File: src/rtl/step_pkg.sv
// Shared defaults and the lane result payload for the step accumulator.
package step_pkg;

    localparam int unsigned DEF_STEPS       = 3;
    localparam int unsigned DEF_WORD_WIDTH  = 16;
    localparam int unsigned DEF_ACC_WIDTH   = 32;
    localparam int unsigned DEF_TUSER_WIDTH = 4;

    typedef struct packed {
        logic                       valid;
        logic [DEF_ACC_WIDTH-1:0]   data;
        logic                       last;
        logic [DEF_TUSER_WIDTH-1:0] user;
    } lane_res_t;

endpackage

File: src/rtl/step_accumulator_lane.sv
// Single-lane accumulator: first-beat base load, running sum, registered result pulse.
module acc_lane
    import step_pkg::*;
#(
    parameter int unsigned WORD_WIDTH  = DEF_WORD_WIDTH,
    parameter int unsigned ACC_WIDTH   = DEF_ACC_WIDTH,
    parameter int unsigned TUSER_WIDTH = DEF_TUSER_WIDTH
) (
    input  logic                   clk,
    input  logic                   rst_n,
    input  logic                   en_i,
    input  logic                   emit_i,
    input  logic                   in_valid_i,
    input  logic [WORD_WIDTH-1:0]  in_data_i,
    input  logic                   in_last_i,
    input  logic [TUSER_WIDTH-1:0] in_user_i,
    input  logic [ACC_WIDTH-1:0]   base_i,
    output logic                   first_o,
    output logic                   done_c,
    output logic [ACC_WIDTH-1:0]   sum_c,
    output logic                   res_valid_o,
    output logic [ACC_WIDTH-1:0]   res_data_o,
    output logic [TUSER_WIDTH-1:0] res_user_o
);

    logic [ACC_WIDTH-1:0]   acc_q, acc_d;
    logic                   first_q, first_d;
    logic                   res_valid_q, res_valid_d;
    logic [ACC_WIDTH-1:0]   res_data_q, res_data_d;
    logic [TUSER_WIDTH-1:0] res_user_q, res_user_d;

    // Sum is exposed combinationally so the next lane can bypass it.
    always_comb begin
        acc_d       = acc_q;
        first_d     = first_q;
        res_valid_d = 1'b0;
        res_data_d  = '0;
        res_user_d  = '0;
        sum_c       = (first_q ? base_i : acc_q) + ACC_WIDTH'($signed(in_data_i));
        done_c      = in_valid_i & in_last_i;
        if (in_valid_i) begin
            acc_d   = sum_c;
            first_d = in_last_i;
        end
        if (done_c && emit_i) begin
            res_valid_d = 1'b1;
            res_data_d  = sum_c;
            res_user_d  = in_user_i;
        end
    end

    always_ff @(posedge clk or negedge rst_n) begin
        if (!rst_n) begin
            acc_q       <= '0;
            first_q     <= 1'b1;
            res_valid_q <= 1'b0;
            res_data_q  <= '0;
            res_user_q  <= '0;
        end else if (en_i) begin
            acc_q       <= acc_d;
            first_q     <= first_d;
            res_valid_q <= res_valid_d;
            res_data_q  <= res_data_d;
            res_user_q  <= res_user_d;
        end
    end

    assign first_o     = first_q;
    assign res_valid_o = res_valid_q;
    assign res_data_o  = res_data_q;
    assign res_user_o  = res_user_q;

endmodule

File: src/rtl/step_accumulator.sv
// Staggered multi-lane accumulator; in nxm mode each lane's sum seeds the next lane.
module step_accumulator
    import step_pkg::*;
#(
    parameter int unsigned STEPS       = DEF_STEPS,
    parameter int unsigned WORD_WIDTH  = DEF_WORD_WIDTH,
    parameter int unsigned ACC_WIDTH   = DEF_ACC_WIDTH,
    parameter int unsigned TUSER_WIDTH = DEF_TUSER_WIDTH
) (
    input  logic                                aclk,
    input  logic                                aresetn,
    input  logic                                aclken,
    input  logic                                is_1x1,
    input  logic [STEPS-1:0]                    s_valid,
    input  logic [STEPS-1:0][WORD_WIDTH-1:0]    s_data,
    input  logic [STEPS-1:0]                    s_last,
    input  logic [STEPS-1:0][TUSER_WIDTH-1:0]   s_user,
    output logic [STEPS-1:0]                    m_valid,
    output logic [STEPS-1:0][ACC_WIDTH-1:0]     m_data,
    output logic [STEPS-1:0]                    m_last,
    output logic [STEPS-1:0][TUSER_WIDTH-1:0]   m_user,
    output logic                                err_overrun,
    output logic                                err_underrun
);

    logic [STEPS-1:0]                lane_first;
    logic [STEPS-1:0]                lane_done;
    logic [STEPS-1:0]                lane_start;
    logic [STEPS-1:0][ACC_WIDTH-1:0] lane_sum;
    logic [STEPS-1:0][ACC_WIDTH-1:0] lane_base;

    logic [STEPS-1:1]                pend_q, pend_d;
    logic [STEPS-1:1][ACC_WIDTH-1:0] chain_q, chain_d;
    logic                            ovr_q, ovr_d;
    logic                            und_q, und_d;

    assign lane_start = s_valid & lane_first;

    // Chain source priority: same-cycle bypass, then held value, else underrun.
    always_comb begin
        pend_d    = pend_q;
        chain_d   = chain_q;
        ovr_d     = ovr_q;
        und_d     = und_q;
        lane_base = '0;
        for (int unsigned i = 1; i < STEPS; i++) begin
            if (!is_1x1) begin
                if (lane_done[i-1] && lane_start[i]) begin
                    lane_base[i] = lane_sum[i-1];
                end else if (pend_q[i]) begin
                    lane_base[i] = chain_q[i];
                    if (lane_start[i]) begin
                        pend_d[i] = 1'b0;
                    end
                end else if (lane_start[i]) begin
                    und_d = 1'b1;
                end
                if (lane_done[i-1] && !lane_start[i]) begin
                    if (pend_q[i]) begin
                        ovr_d = 1'b1;
                    end
                    chain_d[i] = lane_sum[i-1];
                    pend_d[i]  = 1'b1;
                end
            end
        end
    end

    always_ff @(posedge aclk or negedge aresetn) begin
        if (!aresetn) begin
            pend_q  <= '0;
            chain_q <= '0;
            ovr_q   <= 1'b0;
            und_q   <= 1'b0;
        end else if (aclken) begin
            pend_q  <= pend_d;
            chain_q <= chain_d;
            ovr_q   <= ovr_d;
            und_q   <= und_d;
        end
    end

    for (genvar g = 0; g < STEPS; g++) begin : g_lane
        acc_lane #(
            .WORD_WIDTH  (WORD_WIDTH),
            .ACC_WIDTH   (ACC_WIDTH),
            .TUSER_WIDTH (TUSER_WIDTH)
        ) u_lane (
            .clk         (aclk),
            .rst_n       (aresetn),
            .en_i        (aclken),
            .emit_i      (is_1x1 || (g == STEPS - 1)),
            .in_valid_i  (s_valid[g]),
            .in_data_i   (s_data[g]),
            .in_last_i   (s_last[g]),
            .in_user_i   (s_user[g]),
            .base_i      (lane_base[g]),
            .first_o     (lane_first[g]),
            .done_c      (lane_done[g]),
            .sum_c       (lane_sum[g]),
            .res_valid_o (m_valid[g]),
            .res_data_o  (m_data[g]),
            .res_user_o  (m_user[g])
        );
    end

    assign m_last       = m_valid;
    assign err_overrun  = ovr_q;
    assign err_underrun = und_q;

endmodule
File: config.mk
export PLATFORM = sky130hd
export DESIGN_NAME = step_accumulator
export DESIGN_NICKNAME = d
export VERILOG_FILES = /design/src/rtl/step_pkg.sv /design/src/rtl/step_accumulator_lane.sv /design/src/rtl/step_accumulator.sv
export SDC_FILE = /design/constraint.sdc
export NUM_CORES = 1
export LEC_CHECK = 0
export BUFFER_PORTS_ARGS = -buffer_cell sky130_fd_sc_hd__buf_2
export CAP_MARGIN = 15
export CORE_UTILIZATION = 66
export CTS_BUF_LIST = sky130_fd_sc_hd__clkbuf_4 sky130_fd_sc_hd__clkbuf_8
export CTS_CLUSTER_SIZE = 10
export DETAILED_ROUTE_END_ITERATION = 6
export GPL_TIMING_DRIVEN = 0
export HOLD_SLACK_MARGIN = 0.15
export PLACE_DENSITY = 0.95
export SLEW_MARGIN = 30
export SYNTH_ARGS = -nofsm -noshare
export SYNTH_HDL_FRONTEND = slang
export SYNTH_SLANG_ARGS = --single-unit
File: constraint.sdc
create_clock -name aclk -period 17.15 [get_ports aclk]
set_input_delay 2.5725 -clock aclk [delete_from_list [all_inputs] [get_ports aclk]]
set_output_delay 2.5725 -clock aclk [all_outputs]
set_load 0.01 [all_outputs]
# Word-level counts from Yosys, hierarchy flattened
# Cells that the tools add are included.
[word_totals] register_bits=278 latchBits=0 ramBits=0 mem_bits_ro=0 mem_count=0
[classes] n_addsub=3 mul=0 n_div=0 n_lt_le_gt_ge=0 n_eq_ne=2 n_shift=0 mux=40 n_bitwise=5 n_reduce_logical=15
[op_table] operator="32-bit two-way mux" n=12
[op_table] operator="32-bit adder" n=3
[op_table] operator="1-bit two-way mux" n=25
[op_table] operator="4-bit two-way mux" n=3
[op_table] operator="3-bit AND reduction" n=4
[op_table] operator="1-bit logical AND" n=6
[op_table] operator="2-bit AND reduction" n=3
[op_table] operator="2-bit by 1-bit inequality test with 1-bit output (second input constant)" n=2
[op_table] operator="1-bit AND" n=3
[op_table] operator="3-bit AND" n=1
[op_table] operator="1-bit zero test" n=2
[op_table] operator="1-bit NOT" n=1

# Depth between registers and ports, before layout
# Gate-level depths: netlist of the first run.
[depth] depth_word=11 depth_mapped=34

# By module
# From an unflattened synthesis of the first run, not the netlist that was laid out.
[hier_totals] cells_unflattened=2058 area_unflattened_um2=19124.6
[modules_own_cells] module="acc_lane at g_lane[1].u_lane" n_inst=1 cells_per_inst=579 area_per_inst_um2=5352.6 seq_area_each_um2=1752.9
[modules_own_cells] module="acc_lane at g_lane[2].u_lane" n_inst=1 cells_per_inst=551 area_per_inst_um2=4956.0 seq_area_each_um2=1752.9
[modules_own_cells] module="acc_lane at g_lane[0].u_lane" n_inst=1 cells_per_inst=544 area_per_inst_um2=4932.2 seq_area_each_um2=1752.9
[modules_own_cells] module="step_accumulator" n_inst=1 cells_per_inst=384 area_per_inst_um2=3883.7 seq_area_each_um2=1701.6

# Least setup slack after synthesis of the first run
# No wires, ideal clock.
[synth_path] kind="input to register" start="in s_data[0] (netlist name)" end="reg g_lane[2].u_lane.acc_q[31]" arrival_ns=8.714 required_time_ns=17.023 setup_slack_ns=8.309 path_stages=32 cell_sequence="ha_1 inv_1 fa_1 nor2b_1 o31a_1 o21ba_2 o2111ai_2 a211oi_1 or3_1 a21oi_1 xnor2_1 a221o_1 ha_1 buf_6 and3_4 and2_0 a221o_1 a22o_1 a41o_1 o21a_1 a31o_1 xor2_1 a221o_1 ha_1 and2_1 and3_1 a32o_1 o21ba_2 a211oi_2 nor3_1 mux2i_1 nand3_1"
[synth_via] elab_chain_cells=9
[synth_rtl] item="start: declaration" line_no="step_accumulator.sv:15" text="input logic [STEPS-1:0][WORD_WIDTH-1:0] s_data,"
[synth_rtl] item="32-bit adder" line_no="step_accumulator_lane.sv:39" text="sum_c = (first_q ? base_i : acc_q) + ACC_WIDTH'($signed(in_data_i));"
[synth_rtl] item="32-bit two-way mux" line_no="step_accumulator.sv:48" text="if (lane_done[i-1] && lane_start[i]) begin"
[synth_rtl] item="32-bit two-way mux" line_no="step_accumulator.sv:47" text="if (!is_1x1) begin"
[synth_rtl] item="32-bit two-way mux" line_no="step_accumulator_lane.sv:39"
[synth_rtl] item="32-bit adder" line_no="step_accumulator_lane.sv:39"
[synth_rtl] item="32-bit two-way mux" line_no="step_accumulator.sv:48"
[synth_rtl] item="32-bit two-way mux" line_no="step_accumulator.sv:47"
[synth_rtl] item="32-bit two-way mux" line_no="step_accumulator_lane.sv:39"
[synth_rtl] item="32-bit adder" line_no="step_accumulator_lane.sv:39"
[synth_rtl] item="end signal: assignment" line_no="step_accumulator_lane.sv:54" text="acc_q <= '0;"
[synth_rtl] item="end signal: assignment" line_no="step_accumulator_lane.sv:60" text="acc_q <= acc_d;"
[synth_rtl] item="end: declaration" line_no="step_accumulator_lane.sv:26" text="logic [ACC_WIDTH-1:0] acc_q, acc_d;"
# Every way passes these cells.
# A chain may end at the register's enable or synchronous reset.

# Worst setup path in the final report of the first run
[layout_path] start="in s_data[0] (netlist name)" end="reg g_lane[2].u_lane.res_data_q[31]"
[layout_via] elab_chain_cells=10
[layout_rtl] item="32-bit adder" line_no="step_accumulator_lane.sv:39"
[layout_rtl] item="32-bit two-way mux" line_no="step_accumulator.sv:48"
[layout_rtl] item="32-bit two-way mux" line_no="step_accumulator.sv:47"
[layout_rtl] item="32-bit two-way mux" line_no="step_accumulator_lane.sv:39"
[layout_rtl] item="32-bit adder" line_no="step_accumulator_lane.sv:39"
[layout_rtl] item="32-bit two-way mux" line_no="step_accumulator.sv:48"
[layout_rtl] item="32-bit two-way mux" line_no="step_accumulator.sv:47"
[layout_rtl] item="32-bit two-way mux" line_no="step_accumulator_lane.sv:39"
[layout_rtl] item="32-bit adder" line_no="step_accumulator_lane.sv:39"
[layout_rtl] item="32-bit two-way mux" line_no="step_accumulator_lane.sv:45" text="if (done_c && emit_i) begin"
[layout_rtl] item="end signal: assignment" line_no="step_accumulator_lane.sv:63" text="res_data_q <= res_data_d;"
[layout_rtl] item="end: declaration" line_no="step_accumulator_lane.sv:29" text="logic [ACC_WIDTH-1:0] res_data_q, res_data_d;"
# Every way passes these cells.

==> metrics.md, run 1 <==
| Metric | Value |
|---|---|
| Outcome | `completed` |
| Worst setup EP type | `register` |
| Max_cap viols | `0` |
| Levels on crit path | `33` |
| Synth Flop Type | `dfrtp_1` |
| Clock skew | `0.0254 ns` |
| Die W | `159 µm` |
| Routed wire per std cell | `21.2 µm` |
| Yosys Warn Count | `0` |
| Combinational share of power | `0.478` |
| Kind of cell adding the most delay to the critical path | `compound AO/OA/AOI/OAI gates` |
| Share of layout cells above drive strength 1 | `0.163` |
| Post-CTS Hold Fix Bufs | `0` |
| Final antenna-violating net count | `0` |
| Maximum VDD drop | `0.0000991 V` |
| Storage cell area | `6960 µm²` |
| #FFs+latches synth | `278` |
| Setup-failing EPs final | `0` |
| Crit-path most repeated cell | `ha_1` |
| Max_slew headroom | `0.354` |
| Tmin final | `9.75 ns` |
| Setup repair after global routing missed its margin | `false` |
| Leak Pwr | `9.18 nW` |
| Worst Tran Pin Value | `0.970 ns` |
| Synthesized area | `16300 µm²` |
| Via-per-instance ratio | `6.38` |
| Core region area | `24200 µm²` |
| CTS max path bufs | `3` |
| Area grow syn2layout | `15.0%` |
| Hold Crit Class | `reg -> reg` |
| Power per standard cell area | `170 nW/µm²` |
| Worst EP arrival | `10.21 ns` |
| RR Endpoint | `g_lane[2].u_lane.res_data_o[31]` |
| Clk_lat worst skew | `0.58 ns` |
| Die ar. | `25300 µm²` |
| Final Cell Area | `18700 µm²` |
| CP max-delay cell | `xor2_1` |
| Final-report hold violation count | `0` |
| Cell variety after synth | `64` |
| Core Rows | `57` |
| Placement Setup Slack | `7.00 ns` |
| GPL Wtd Cong | `0.987` |
| Syn Inst Count | `1743` |
| WP buf/inv | `2` |
| CP endpoint | `g_lane[2].u_lane.res_data_o[31]` |
| Fraction of registers with async set/reset | `1.00` |
| Post-CTS Setup Bufs | `0` |
| Clock power share | `0.205` |
| Area of the multi-input gates | `8700 µm²` |
| Tcrit/Tclk final | `0.569` |
| WHS | `0.473 ns` |
| Syn avg cell area | `9.33 µm²` |
| Final WL | `49700 µm` |
| Fillers | `1601` |
| Max incr delay on CP | `0.67 ns` |
| Drt pass-1 iters | `5` |
| CTS H-tree lvls | `2` |
| # clock sinks | `278` |
| Most common cell after layout, fill and taps aside | `dfrtp_1` |
| Commonest cells after routing, fill and taps aside | `275 x dfrtp_1, 235 x nand2_1, 183 x o21ai_0` |
| Net count, final | `2145` |
| Vias in the first global route | `14700` |
| CTS buffer count | `47` |
| Worst Path Max Fanout | `6` |
| Overall Global Routing Usage | `0.396` |
| Setup crit start | `s_data[0]` |
| DP HPWL | `37100 µm` |
| TNS Setup | `0 ns` |
| Internal power | `1.81 mW` |
| R2R setup slack | `8.50 ns` |
| First-pass GRT wire length | `78900 µm` |
| Initial DRC count | `1586` |
| Clk slew on worst S/H paths | `0.07 ns` |
| Post-synth EDFFs | `0` |
| Fin. max-slew vios | `0` |
| Sequential cell area fraction in the yosys report | `0.428` |
| Largest net degree at the start of global routing | `91` |
| CTS tree | `done` |
| Flop pwr share | `0.317` |
| # port buffers | `182` |
| Initial Util | `0.671` |
| Nature of the critical path startpoint | `primary input` |
| Clock root cell | `clkbuf_8` |
| Area after DPL | `17700 µm²` |
| Critical path required time | `17.61 ns` |
| Synthesized net count | `1911` |
| Switch share | `0.431` |
| Setup CP Type | `in -> reg` |
| Grt total ovfl | `0` |
| Reg-to-reg startpoint | `g_lane[0].u_lane.first_o` |
| Post-cts resize count | `0` |
| R2R depth | `32` |
| Via count | `14900` |
| Initial antenna violation count | `2` |
| Die height | `159 µm` |
| Sw power | `1.37 mW` |
| Setup ws final | `7.40 ns` |
| FMAX | `103 MHz` |
| # IOs | `186` |
| Residual DRC | `0` |
## synth_stat cells (6+ instances only)
cell | n | area share
a21o_1 | 47 | 0.022
nor2_1 | 68 | 0.016
and2_1 | 14 | 0.0054
nand2_1 | 235 | 0.054
clkbuf_1 | 88 | 0.020
a22o_1 | 52 | 0.028
xnor2_1 | 48 | 0.026
inv_1 | 54 | 0.012
nand4_1 | 10 | 0.0038
buf_4 | 6 | 0.0028
nand3_1 | 30 | 0.0092
xor2_1 | 32 | 0.017
nand2b_1 | 17 | 0.0065
a211o_1 | 6 | 0.0032
o21bai_1 | 9 | 0.0042
and3_1 | 24 | 0.0092
a211oi_1 | 13 | 0.0060
dfrtp_1 | 275 | 0.42
o2bb2ai_1 | 71 | 0.038
o21a_1 | 12 | 0.0055
a21oi_1 | 93 | 0.029
a221o_1 | 20 | 0.012
a21boi_0 | 6 | 0.0028
o21ai_1 | 11 | 0.0034
a31oi_1 | 22 | 0.0085
o22ai_1 | 20 | 0.0077
o21ai_0 | 183 | 0.056
mux2_2 | 34 | 0.024
o211ai_1 | 8 | 0.0037
nor3_1 | 15 | 0.0046
ha_1 | 95 | 0.073
nor2b_1 | 56 | 0.022
## stage by stage
stage,power [mW],std cells,utilization
2_1_floorplan,2.00,1743,-
3_3_place_gp,2.42,2249,0.725
3_5_place_dp,2.48,2252,0.729
4_1_cts,3.14,2338,0.771
5_1_grt,3.37,2340,0.772
6_report,3.19,2341,0.772
## worst register-to-register path, delay by kind of cell, from the launching register on
kind,cells,cell delay (ns)
AO/OA/AOI/OAI,17,4.16
XOR/XNOR,2,1.07
adder cells (fa/ha/maj),3,0.96
buffers and inverters,1,0.40
flip-flops,1,0.58
multiplexers,1,0.16
AND/OR/NAND/NOR,8,1.17
## flip-flops by register name, summed over array words and instances, names as in the netlist
register,flops
chain_q,64
err_overrun,1
err_underrun,1
g_lane.u_lane.acc_q,96
g_lane.u_lane.first_o,3
g_lane.u_lane.res_data_o,96
g_lane.u_lane.res_user_o,12
g_lane.u_lane.res_valid_o,3
pend_q,2
## how the worst min path moves through the flow
stage | start | endpoint | depth (start not counted)
detailed placement | g_lane[0].u_lane.acc_q[22] | g_lane[0].u_lane.acc_q[22] | 2
global route | g_lane[2].u_lane.res_data_o[29] | g_lane[2].u_lane.res_data_o[29] | 1
global placement | chain_q[32] | chain_q[32] | 2
finish | g_lane[0].u_lane.acc_q[22] | g_lane[0].u_lane.acc_q[22] | 2
floorplan | chain_q[32] | chain_q[32] | 2
CTS | g_lane[0].u_lane.acc_q[22] | g_lane[0].u_lane.acc_q[22] | 2
## final cells by class
type | count | area share
Multi-Input combinational cell | 1312 | 0.465
Sequential cell | 278 | 0.372
Timing Repair Buffer | 185 | 0.0536
Clock buffer | 69 | 0.0457
Tap cell | 324 | 0.0217
Buffer | 99 | 0.0215
Inverter | 54 | 0.0108
Clock inverter | 17 | 0.00923
Antenna cell | 3 | 0.000401
## layer usage
metal,GRT usage,wire length (µm),vias to the layer above
li1,-,-,6787
met1,0.485,18500,7220
met2,0.670,24400,755
met3,0.0643,3940,166
met4,0.226,2880,0
met5,0,0,-
## kinds of logic after synthesis
group           synth area share
compound gates             0.250
simple gates               0.140
flops                      0.428
buf+inv                   0.0372
fa+ha+maj                 0.0768
xor+xnor                  0.0431
mux                       0.0254
## power by group through the flow
stage | registers [mW] | clock network (mW) | logic [mW]
after floorplan | 0.994 | 0 | 1.01
after global placement | 0.997 | 0 | 1.43
after detailed placement | 1.01 | 0 | 1.47
after CTS | 1.00 | 0.654 | 1.49
after global routing | 1.03 | 0.689 | 1.65
final | 1.01 | 0.655 | 1.52
No activity file was read; power rests on OpenSTA's default activity.
==> run 2: changes to the inputs <==
ABC_AREA = 1   (was not set)
CORE_UTILIZATION = 61   (was 66)
PLACE_DENSITY = 0.9   (was 0.95)
clock period = 9.26 ns   (was 17.15 ns; I/O delays follow)
==> run 2 against run 1 <==
The run now ends with DRC left. Cell count rose by 16%. Sequential share of layout area fell by 0.92 points. Non-clock buffer count fell by 7. Critical path type is now reg -> reg. Largest cell class unchanged. Highest routed layer unchanged.
==> metrics.md, run 2 <==
| Metric | Value |
|---|---|
| Outcome | `finished, violations left` |
| Failing checks | `DRC` |
| TNS Setup | `0 ns (unchanged)` |
| Clk slew on worst S/H paths | `0.06 ns (about the same)` |
| Grt total ovfl | `0 (unchanged)` |
| Worst Tran Pin Value | `0.783 ns (-0.187 ns)` |
| Initial DRC count | `1228 (-23%)` |
| Sequential cell area fraction in the yosys report | `0.418 (-0.0102)` |
| Initial antenna violation count | `0 (-2)` |
| Die ar. | `28000 µm² (+11%)` |
| Synth Flop Type | `dfrtp_1` |
| Tmin final | `7.33 ns` |
| Tcrit/Tclk final | `0.791` |
| Top-count cell post-synth | `nand2_1` |
| Fillers | `2118 (+32%)` |
| Final Util | `0.714 (-0.0578)` |
| Hold_sp | `g_lane[2].u_lane.res_data_o[26]` |
| First-pass GRT wire length | `79400 µm (+0.54%)` |
| Hold Crit Class | `reg -> reg` |
| CTS tree | `done` |
| Yosys top cell by area | `dfrtp_1` |
| Core Rows | `60 (+5.3%)` |
| FMAX | `137 MHz` |
| Area after DPL | `18100 µm² (+2.4%)` |
| CTS buffer count | `48 (+2.1%)` |
| Setup-failing EPs final | `0 (unchanged)` |
| Area grow syn2layout | `15.1% (about the same)` |
| #FFs+latches synth | `278 (unchanged)` |
| Flop pwr share | `0.315 (-0.002)` |
| Final-report hold violation count | `0 (unchanged)` |
| Post-synthesis simple-gate area fraction | `0.194 (+0.0540)` |
| Xor and xnor fraction of the mapped netlist area | `0.0407 (-0.00238)` |
| Syn Inst Count | `2105 (+21%)` |
| Via count | `16100 (+7.7%)` |
| Synth Area in Adders | `0.0749 (-0.00183)` |
| Post-cts resize count | `0 (unchanged)` |
| R2R setup slack | `1.93 ns (-6.57 ns)` |
| Final antenna-violating net count | `0 (unchanged)` |
| Die W | `167 µm (+5.2%)` |
| Setup CP Type | `reg -> reg` |
| Clock power share | `0.215 (+0.010)` |
| Vias in the first global route | `15500 (+5.5%)` |
| Crit-path most repeated cell | `nand2_1` |
| DP HPWL | `38400 µm (+3.3%)` |
| Worst EP arrival | `7.80 ns (-2.41 ns)` |
| Yosys Warn Count | `0 (unchanged)` |
| Synth cell count leaders | `561 x nand2_1, 275 x dfrtp_1, 232 x o21ai_0, 185 x inv_1, 145 x a21oi_1` |
| Share of layout cells above drive strength 1 | `0.156 (-0.00776)` |
| Via-per-instance ratio | `5.91 (-7.3%)` |
| Combinational share of power | `0.470 (-0.008)` |
| # IOs | `186 (unchanged)` |
| Post-CTS Hold Fix Bufs | `0 (unchanged)` |
| Clk_lat worst skew | `0.61 ns (+0.03 ns)` |
| Clock root cell | `clkbuf_8` |
| Worst setup EP type | `register` |
| Fin. max-slew vios | `0 (unchanged)` |
| Final WL | `50200 µm (+1.0%)` |
| Nature of the critical path startpoint | `register` |
| Commonest cells after routing, fill and taps aside | `561 x nand2_1, 275 x dfrtp_1, 232 x o21ai_0` |
| Most common cell after layout, fill and taps aside | `nand2_1` |
| Fraction of registers with async set/reset | `1.00 (unchanged)` |
| Mux cell area share after synthesis | `0 (-0.0254)` |
| Switch share | `0.442 (+0.0113)` |
| Setup crit start | `g_lane[0].u_lane.first_o` |
| Critical path required time | `9.74 ns (-7.87 ns)` |
| Synth Area in Compound Gates | `0.206 (-0.0436)` |
| Drt pass-1 iters | `7 (+2)` |
| Synth area leaders | `dfrtp_1 41%, nand2_1 13%, ha_1 7.1%` |
| Final Cell Area | `19200 µm² (+2.5%)` |
| # port buffers | `184 (+1.1%)` |
| CTS max path bufs | `3 (unchanged)` |
| Worst Path Max Fanout | `10 (+4)` |
| CP max-delay cell | `dfstp_2` |
| Synthesized area | `16700 µm² (+2.4%)` |
| CTS H-tree lvls | `2 (unchanged)` |
| Maximum VDD drop | `0.000170 V (+71%)` |
| Net count, final | `2510 (+17%)` |
| Die height | `167 µm (+5.2%)` |
| Synthesized net count | `2273 (+19%)` |
| Clock skew | `0.0320 ns (+0.00661 ns)` |
| Max_slew headroom | `0.478 (+0.124)` |
| Routed wire per std cell | `18.5 µm (-13%)` |
| Residual DRC | `1 (+1)` |
| Max incr delay on CP | `0.56 ns (-0.11 ns)` |
| Cell variety after synth | `61 (-4.7%)` |
| Setup repair after global routing missed its margin | `false` |
| Leak Pwr | `10.1 nW (+9.7%)` |
| Initial Util | `0.620 (-0.0508)` |
| Post-synth EDFFs | `0 (unchanged)` |
| Power per standard cell area | `304 nW/µm² (+79%)` |
| Sw power | `2.58 mW (+88%)` |
| Internal power | `3.26 mW (+80%)` |
| Reg-to-reg startpoint | `g_lane[0].u_lane.first_o` |
| Syn avg cell area | `7.92 µm² (-15%)` |
| Post-CTS Setup Bufs | `0 (unchanged)` |
| Post-synth top area share | `0.413 (-0.0101)` |
| Largest net degree at the start of global routing | `90 (-1.1%)` |
| Overall Global Routing Usage | `0.359 (-0.0374)` |
| Largest family of logic cells by synthesized area | `compound AO/OA/AOI/OAI gates` |
| # clock sinks | `278 (unchanged)` |
| Core region area | `26900 µm² (+11%)` |
| GPL Wtd Cong | `1.00 (+1.6%)` |
| Max_cap viols | `0 (unchanged)` |
-- run 2: cells by family after synthesis --
logic type | Yosys count
AOI/OAI and AO/OA | 577
xor gates and xnor gates | 74
adders and majority gates | 98
buffers and inverters | 288
DFF | 278
and+or+nand+nor | 790
-- run 2: metal layers --
| layer | global-route usage | wire length [µm] | vias up |
|---|---|---|---|
| li1 | - | - | 7506 |
| met1 | 0.452 | 19900 | 7597 |
| met2 | 0.611 | 23900 | 800 |
| met3 | 0.0511 | 4020 | 176 |
| met4 | 0.169 | 2400 | 0 |
| met5 | 0 | 0 | - |
-- run 2: per-stage QoR --
step	instances	power [mW]	worst slack, ns	hold WS [ns]
floorplan	2105	3.68	2.83	0.449
global placement	2630	4.39	1.72	0.461
detailed placement	2633	4.50	1.53	0.464
CTS	2719	5.76	2.11	0.482
global route	2719	6.20	1.43	0.498
finish	2720	5.84	1.93	0.475
-- run 2: critical path, delay by kind of cell (launching register included) --
family | cells | cell delay [ns]
flops | 1 | 0.56
xor+xnor | 3 | 1.06
compound gates | 12 | 2.20
simple gates | 16 | 1.55
buf+inv | 4 | 0.74
fa+ha+maj | 4 | 1.10
-- run 2: cell type report --
| cell class | count | area (µm²) | share of cell area |
|---|---|---|---|
| Clock inverter | 14 | 125 | 0.00652 |
| Clock buffer | 72 | 953 | 0.0497 |
| Antenna cell | 1 | 2.50 | 0.000130 |
| Multi-Input combinational cell | 1539 | 8590 | 0.448 |
| Sequential cell | 278 | 6960 | 0.363 |
| Timing Repair Buffer | 187 | 1010 | 0.0528 |
| Buffer | 90 | 367 | 0.0191 |
| Tap cell | 341 | 427 | 0.0222 |
| Inverter | 198 | 743 | 0.0387 |
-- run 2: worst paths after layout --
check	end	cells after the start
setup / recovery	g_lane[2].u_lane.res_data_o[30]	39
hold / removal	g_lane[2].u_lane.res_data_o[26]	2
setup reg to reg	g_lane[2].u_lane.res_data_o[30]	39
hold reg to reg	g_lane[2].u_lane.res_data_o[26]	2
max in group asynchronous	g_lane[1].u_lane.first_o	3
min in group asynchronous	g_lane[2].u_lane.res_data_o[8]	1
-- run 2: power by group through the flow --
| stage | combinational (mW) | clock [mW] | sequential, mW |
|---|---|---|---|
| final | 2.75 | 1.25 | 1.84 |
| after global routing | 3.02 | 1.31 | 1.88 |
| after CTS | 2.69 | 1.25 | 1.83 |
| after detailed placement | 2.66 | 0 | 1.84 |
| after global placement | 2.56 | 0 | 1.82 |
| after floorplan | 1.86 | 0 | 1.82 |
